<file path="src/rtl/ddr_phy_pkg.sv">
// Shared types and constants for the DDR PHY read-path controllers.
package ddr_phy_pkg;

  typedef enum logic [2:0] {
    ST_IDLE,
    ST_SETTLE,
    ST_CHECK,
    ST_SLIP,
    ST_LOCKED,
    ST_FAIL
  } bitslip_state_e;

  localparam logic [7:0] TRAIN_PATTERN_DEFAULT = 8'h0F;

  // Minimum of one bit so a degenerate count of 1 still yields a legal vector.
  function automatic int clog2(input int n);
    int w;
    w = 1;
    while ((1 << w) < n) w++;
    return w;
  endfunction

endpackage

</file>
<file path="src/rtl/ddr_sat_counter.sv">
// Saturating up-counter with synchronous clear; holds at all-ones.
module ddr_sat_counter #(
  parameter int W = 8
) (
  input  logic         clk,
  input  logic         rst,
  input  logic         clr_i,
  input  logic         inc_i,
  output logic [W-1:0] cnt_o
);

  logic [W-1:0] cnt_q;

  // NOTE: reset is sampled on the clock edge only, so it sits inside the clocked branch, not the sensitivity list.
  always_ff @(posedge clk) begin
    if (rst || clr_i) begin
      cnt_q <= '0;
    end else if (inc_i && (cnt_q != '1)) begin
      cnt_q <= cnt_q + 1'b1;
    end
  end

  assign cnt_o = cnt_q;

endmodule

</file>
<file path="src/rtl/ddr_rd_bitslip_ctrl.sv">
// Read word-alignment controller for one DQ lane: slips the deserializer
// until the training pattern is seen MATCH_COUNT times in a row.
module ddr_rd_bitslip_ctrl
  import ddr_phy_pkg::*;
#(
  parameter int                DATA_W        = 8,
  parameter logic [DATA_W-1:0] TRAIN_PATTERN = DATA_W'(TRAIN_PATTERN_DEFAULT),
  parameter int                SETTLE_CYCLES = 8,
  parameter int                MATCH_COUNT   = 16,
  parameter int                MAX_SLIP      = 8,
  parameter int                ERR_W         = 8
) (
  input  logic                       gsclk_il,
  input  logic                       rst,
  input  logic                       start,
  input  logic [DATA_W-1:0]          q,
  input  logic                       q_valid,
  input  logic                       track_en,
  output logic                       align_il,
  output logic                       busy,
  output logic                       locked,
  output logic                       fail,
  output logic [clog2(MAX_SLIP)-1:0] slip_cnt,
  output logic [ERR_W-1:0]           err_cnt
);

  localparam int SLIP_W   = clog2(MAX_SLIP);
  localparam int SETTLE_W = clog2(SETTLE_CYCLES);
  localparam int MATCH_W  = clog2(MATCH_COUNT);

  localparam logic [SLIP_W-1:0]   SLIP_LAST   = SLIP_W'(MAX_SLIP - 1);
  localparam logic [SETTLE_W-1:0] SETTLE_LAST = SETTLE_W'(SETTLE_CYCLES - 1);
  localparam logic [MATCH_W-1:0]  MATCH_LAST  = MATCH_W'(MATCH_COUNT - 1);

  bitslip_state_e      state_q;
  logic [SETTLE_W-1:0] settle_q;
  logic [MATCH_W-1:0]  match_q;
  logic [SLIP_W-1:0]   slip_q;
  logic                align_q;
  logic                locked_q;
  logic                fail_q;

  logic start_ok;
  logic word_match;
  logic err_inc;

  // A new run may only be launched from a resting state; start while busy is dropped.
  assign start_ok   = start && (state_q inside {ST_IDLE, ST_LOCKED, ST_FAIL});
  assign word_match = (q == TRAIN_PATTERN);
  assign err_inc    = (state_q == ST_LOCKED) && track_en && q_valid && !word_match;

  always_ff @(posedge gsclk_il) begin
    if (rst) begin
      state_q  <= ST_IDLE;
      settle_q <= '0;
      match_q  <= '0;
      slip_q   <= '0;
      align_q  <= 1'b0;
      locked_q <= 1'b0;
      fail_q   <= 1'b0;
    end else begin
      align_q <= 1'b0;
      case (state_q)
        ST_IDLE, ST_LOCKED, ST_FAIL: begin
          if (start_ok) begin
            state_q  <= ST_SETTLE;
            settle_q <= '0;
            match_q  <= '0;
            slip_q   <= '0;
            locked_q <= 1'b0;
            fail_q   <= 1'b0;
          end
        end
        ST_SETTLE: begin
          if (settle_q == SETTLE_LAST) begin
            settle_q <= '0;
            state_q  <= ST_CHECK;
          end else begin
            settle_q <= settle_q + 1'b1;
          end
        end
        ST_CHECK: begin
          if (q_valid) begin
            if (word_match) begin
              if (match_q == MATCH_LAST) begin
                match_q  <= '0;
                locked_q <= 1'b1;
                state_q  <= ST_LOCKED;
              end else begin
                match_q <= match_q + 1'b1;
              end
            end else begin
              match_q <= '0;
              if (slip_q == SLIP_LAST) begin
                fail_q  <= 1'b1;
                state_q <= ST_FAIL;
              end else begin
                // align_q is high for exactly the one cycle spent in SLIP.
                align_q <= 1'b1;
                state_q <= ST_SLIP;
              end
            end
          end
        end
        ST_SLIP: begin
          slip_q  <= slip_q + 1'b1;
          state_q <= ST_SETTLE;
        end
        default: state_q <= ST_IDLE;
      endcase
    end
  end

  ddr_sat_counter #(
    .W(ERR_W)
  ) u_err_cnt (
    .clk  (gsclk_il),
    .rst  (rst),
    .clr_i(start_ok),
    .inc_i(err_inc),
    .cnt_o(err_cnt)
  );

  assign busy     = state_q inside {ST_SETTLE, ST_CHECK, ST_SLIP};
  assign align_il = align_q;
  assign locked   = locked_q;
  assign fail     = fail_q;
  assign slip_cnt = slip_q;

endmodule

</file>
<file path="config.mk">
export PLATFORM = sky130hd
export DESIGN_NAME = ddr_rd_bitslip_ctrl
export DESIGN_NICKNAME = d
export VERILOG_FILES = /design/src/rtl/ddr_phy_pkg.sv /design/src/rtl/ddr_sat_counter.sv /design/src/rtl/ddr_rd_bitslip_ctrl.sv
export SDC_FILE = /design/constraint.sdc
export NUM_CORES = 1
export LEC_CHECK = 0
export BUFFER_PORTS_ARGS = -buffer_cell sky130_fd_sc_hd__buf_2
export CORE_ASPECT_RATIO = 2
export CORE_MARGIN = 3
export CORE_UTILIZATION = 42
export CTS_BUF_LIST = sky130_fd_sc_hd__clkbuf_8
export CTS_CLUSTER_SIZE = 14
export DETAILED_ROUTE_END_ITERATION = 6
export PLACE_DENSITY_LB_ADDON = 0.25
export SYNTH_ARGS = -nofsm -noshare
export SYNTH_HDL_FRONTEND = slang
export SYNTH_SLANG_ARGS = --single-unit
</file>
<file path="constraint.sdc">
create_clock -name gsclk_il -period 1.79 [get_ports gsclk_il]
set_input_delay 0.0895 -clock gsclk_il [delete_from_list [all_inputs] [get_ports gsclk_il]]
set_output_delay 0.0895 -clock gsclk_il [all_outputs]
set_load 0.02 [all_outputs]
</file>
==> run_results.csv <==
group,metric,value,unit
cts,cts_setup_buffers,0,
cts,cts_resized,0,
route,postRouteAntennaNets,0,
cts,cts_tree,"yes",
floorplan,start_util,0.4427,
timing,hold_viol,0,
cts,cts_made_buffers,3,
cts,clockBufferDepth,2,
cts,cts-hold-fix-buffers,0,
route,wl_per_cell,15.46,µm
worst_setup_path,critical_path_arrival,1.85,ns
synthesis,ys_seq_elements,24,
synthesis,synth_nets,171,
synthesis,synth-seq-area-share,0.3602,
cts,clk_latency,0.27,ns
floorplan,die_w,45.85,µm
layout,layout.nets,202,
worst_setup_path,reg2reg_slack,0.15,ns
worst_setup_path,startpoint,"state_q[1]",
layout,area_delta_synth_final,17.45,%
layout,drive_gt1_frac,0.2582,
route,drc_errors,0,
worst_setup_path,worstPathRequired,2.00,ns
pwr,p_per_area,638.9,nW/µm²
cts,clk_pin_slew,0.08,ns
synthesis,syn_avg_cell_area,8.775,µm²
worst_setup_path,startpoint_type,"flip-flop",
floorplan,core-area,3013,µm²
timing,finClkSkew,0.006675,ns
cts,cts_root_buffer,"clkbuf_8",
route,viasPerCell,6.113,
timing,whs,0.1254,ns
worst_setup_path,path_max_fanout,16,
hold_path,worstHoldPathCells,2,
floorplan,die_area,3929,µm²
synthesis,synth_area,1334,µm²
timing,setup_violations,0,
pwr,vdd_drop_max,403.5,µV
layout,diodes,0,
route,dr.max_layer_used,"met4",
timing,fmax,610.1,MHz
placement,dp_hpwl,2.633,mm
placement,place.gp.congestion,0.8044,
route,first_pass_iters,4,
timing,slew_headroom,0.7324,
route,wl_met2,1.990,mm
cts,clkSinkCount,24,
global_routing,first_global_vias,1273,
layout,fin_area,1567,µm²
cts,htree_levels,1,
synthesis,ys.warnings.count,0,
timing,fin_crit_sh,0.9157,
synthesis,synth_cells,152,
layout,mostFrequentLayoutCells,"buf_2 (27), dfxtp_1 (24), a21oi_1 (15)",
worst_setup_path,timing.rr.start,"state_q[1]",
global_routing,grt_max_degree,17,
job,drv_cap,0,
timing,finalSetupTns,0,ns
worst_setup_path,crit_type,"reg -> reg",
worst_setup_path,ff2ff_path_depth,4,
hold_path,min_from,"q_valid",
floorplan,rows,28,
global_routing,grt_usage,0.1797,
hold_path,min_path_type,"in -> reg",
floorplan,io_pins,28,
route,wirelength,3.278,mm
placement,placed_cell_area,1511,µm²
global_routing,overflow,0,
global_routing,antenna_found_initial,0,
placement,io_buffers,27,
pwr,p_leak,0.6303,nW
global_routing,grt_pass1_wl,5.271,mm
outcome,status,"completed",
route,detail_route.iter0.violations,23,
route,vias,1296,
timing,slew_violations,0,
timing,grt_setup_unrepaired,"no",
floorplan,die_y,85.70,µm
synthesis,ys_types,46,
timing,fin_crit,1.639,ns
route,wl_met3,93,µm
route,wl_met1,1.126,mm
layout,mostFrequentLayoutCell,"buf_2",
worst_setup_path,cp-end-kind,"flip-flop",
timing,tightest_slew,0.3999,ns
## registers in the layout, indices dropped and copies added, names as in the netlist
name and flops:
match_q 4, locked 1, align_il 1, slip_cnt 3, settle_q 3, u_err_cnt.cnt_o 8, fail 1, state_q 3
## through the flow
stage	instances	util	total power, mW	setup WS [ns]
2_1_floorplan	152	-	0.6025	0.2457
3_3_place_gp	208	0.5017	0.6394	0.2138
3_5_place_dp	208	0.5017	0.6413	0.1806
4_1_cts	212	0.5199	1.017	0.1534
5_1_grt	212	0.5199	1.046	0.05387
6_report	212	0.5199	1.001	0.1509
## per-layer routing
metal / track usage / up-vias
met4: 0.08290 / 0
met2: 0.3580 / 23
li1: - / 639
met3: 0.02311 / 5
met5: 0 / -
met1: 0.1558 / 629
## synthesized netlist by cell type, drive strengths merged
master   count  area share
dfxtp       24        0.36
a21oi       15       0.056
nand2       13       0.037
nor2        13       0.037
nand3       10       0.038
o21ai        8       0.030
ha           6       0.056
or4          6       0.037
or3          5       0.024
buf          4       0.022
o211ai       4       0.033
a31oi        3       0.014
clkbuf       3      0.0084
nand4        3       0.025
nor3b        3       0.025
nor4         3       0.025
or3b         3       0.020
a21o         2       0.011
a22oi        2       0.011
and4         2       0.013
nor2b        2      0.0094
o31ai        2       0.011
o41ai        2       0.013
a2111oi      1      0.0066
a2bb2oi      1      0.0066
a41oi        1      0.0066
and3         1      0.0047
and3b        1      0.0066
and4bb       1      0.0094
nand2b       1      0.0047
nand3b       1      0.0056
nand4b       1      0.0066
nor3         1      0.0037
o21a         1      0.0056
o21bai       1      0.0056
o22ai        1      0.0047
xor2         1      0.0066
## cells by family (layout without fill, tap and decap cells)
kind of cell | count (synthesis) | after routing | share of synthesized area
adder cells (fa/ha/maj) | 6 | 6 | 0.05628
AO/OA/AOI/OAI | 44 | 44 | 0.2158
buffers and inverters | 7 | 37 | 0.03002
XOR/XNOR | 1 | 1 | 0.006568
AND/OR/NAND/NOR | 70 | 70 | 0.3312
flip-flops | 24 | 24 | 0.3602
## path summary, 6_finish.rpt
path / endpoint
max: u_err_cnt.cnt_o[7]
min: align_il
max reg2reg: u_err_cnt.cnt_o[7]
min reg2reg: locked
## where the power goes
| group | total (mW) | leakage [nW] | switching, mW | internal (mW) |
|---|---|---|---|---|
| Combinational | 0.0847 | 0.408 | 0.0523 | 0.0324 |
| Sequential | 0.544 | 0.194 | 0.00536 | 0.539 |
| Clock | 0.372 | 0.0288 | 0.175 | 0.197 |
| Total | 1.00 | 0.630 | 0.233 | 0.768 |
## final cells by class
| type | count | area, µm² |
|---|---|---|
| Fill cell | 286 | 1446 |
| Sequential cell | 24 | 480.5 |
| Timing Repair Buffer | 33 | 180.2 |
| Tap cell | 30 | 37.54 |
| Clock buffer | 4 | 55.05 |
| Multi-Input combinational cell | 121 | 813.3 |
## critical path, cell delays in order, from the launching register on
cell	delay, ns
dfxtp_1	0.38
and4bb_2	0.35
o211ai_4	0.16
or4_1	0.54
a21oi_1	0.14
No activity file was read; power rests on OpenSTA's default activity.
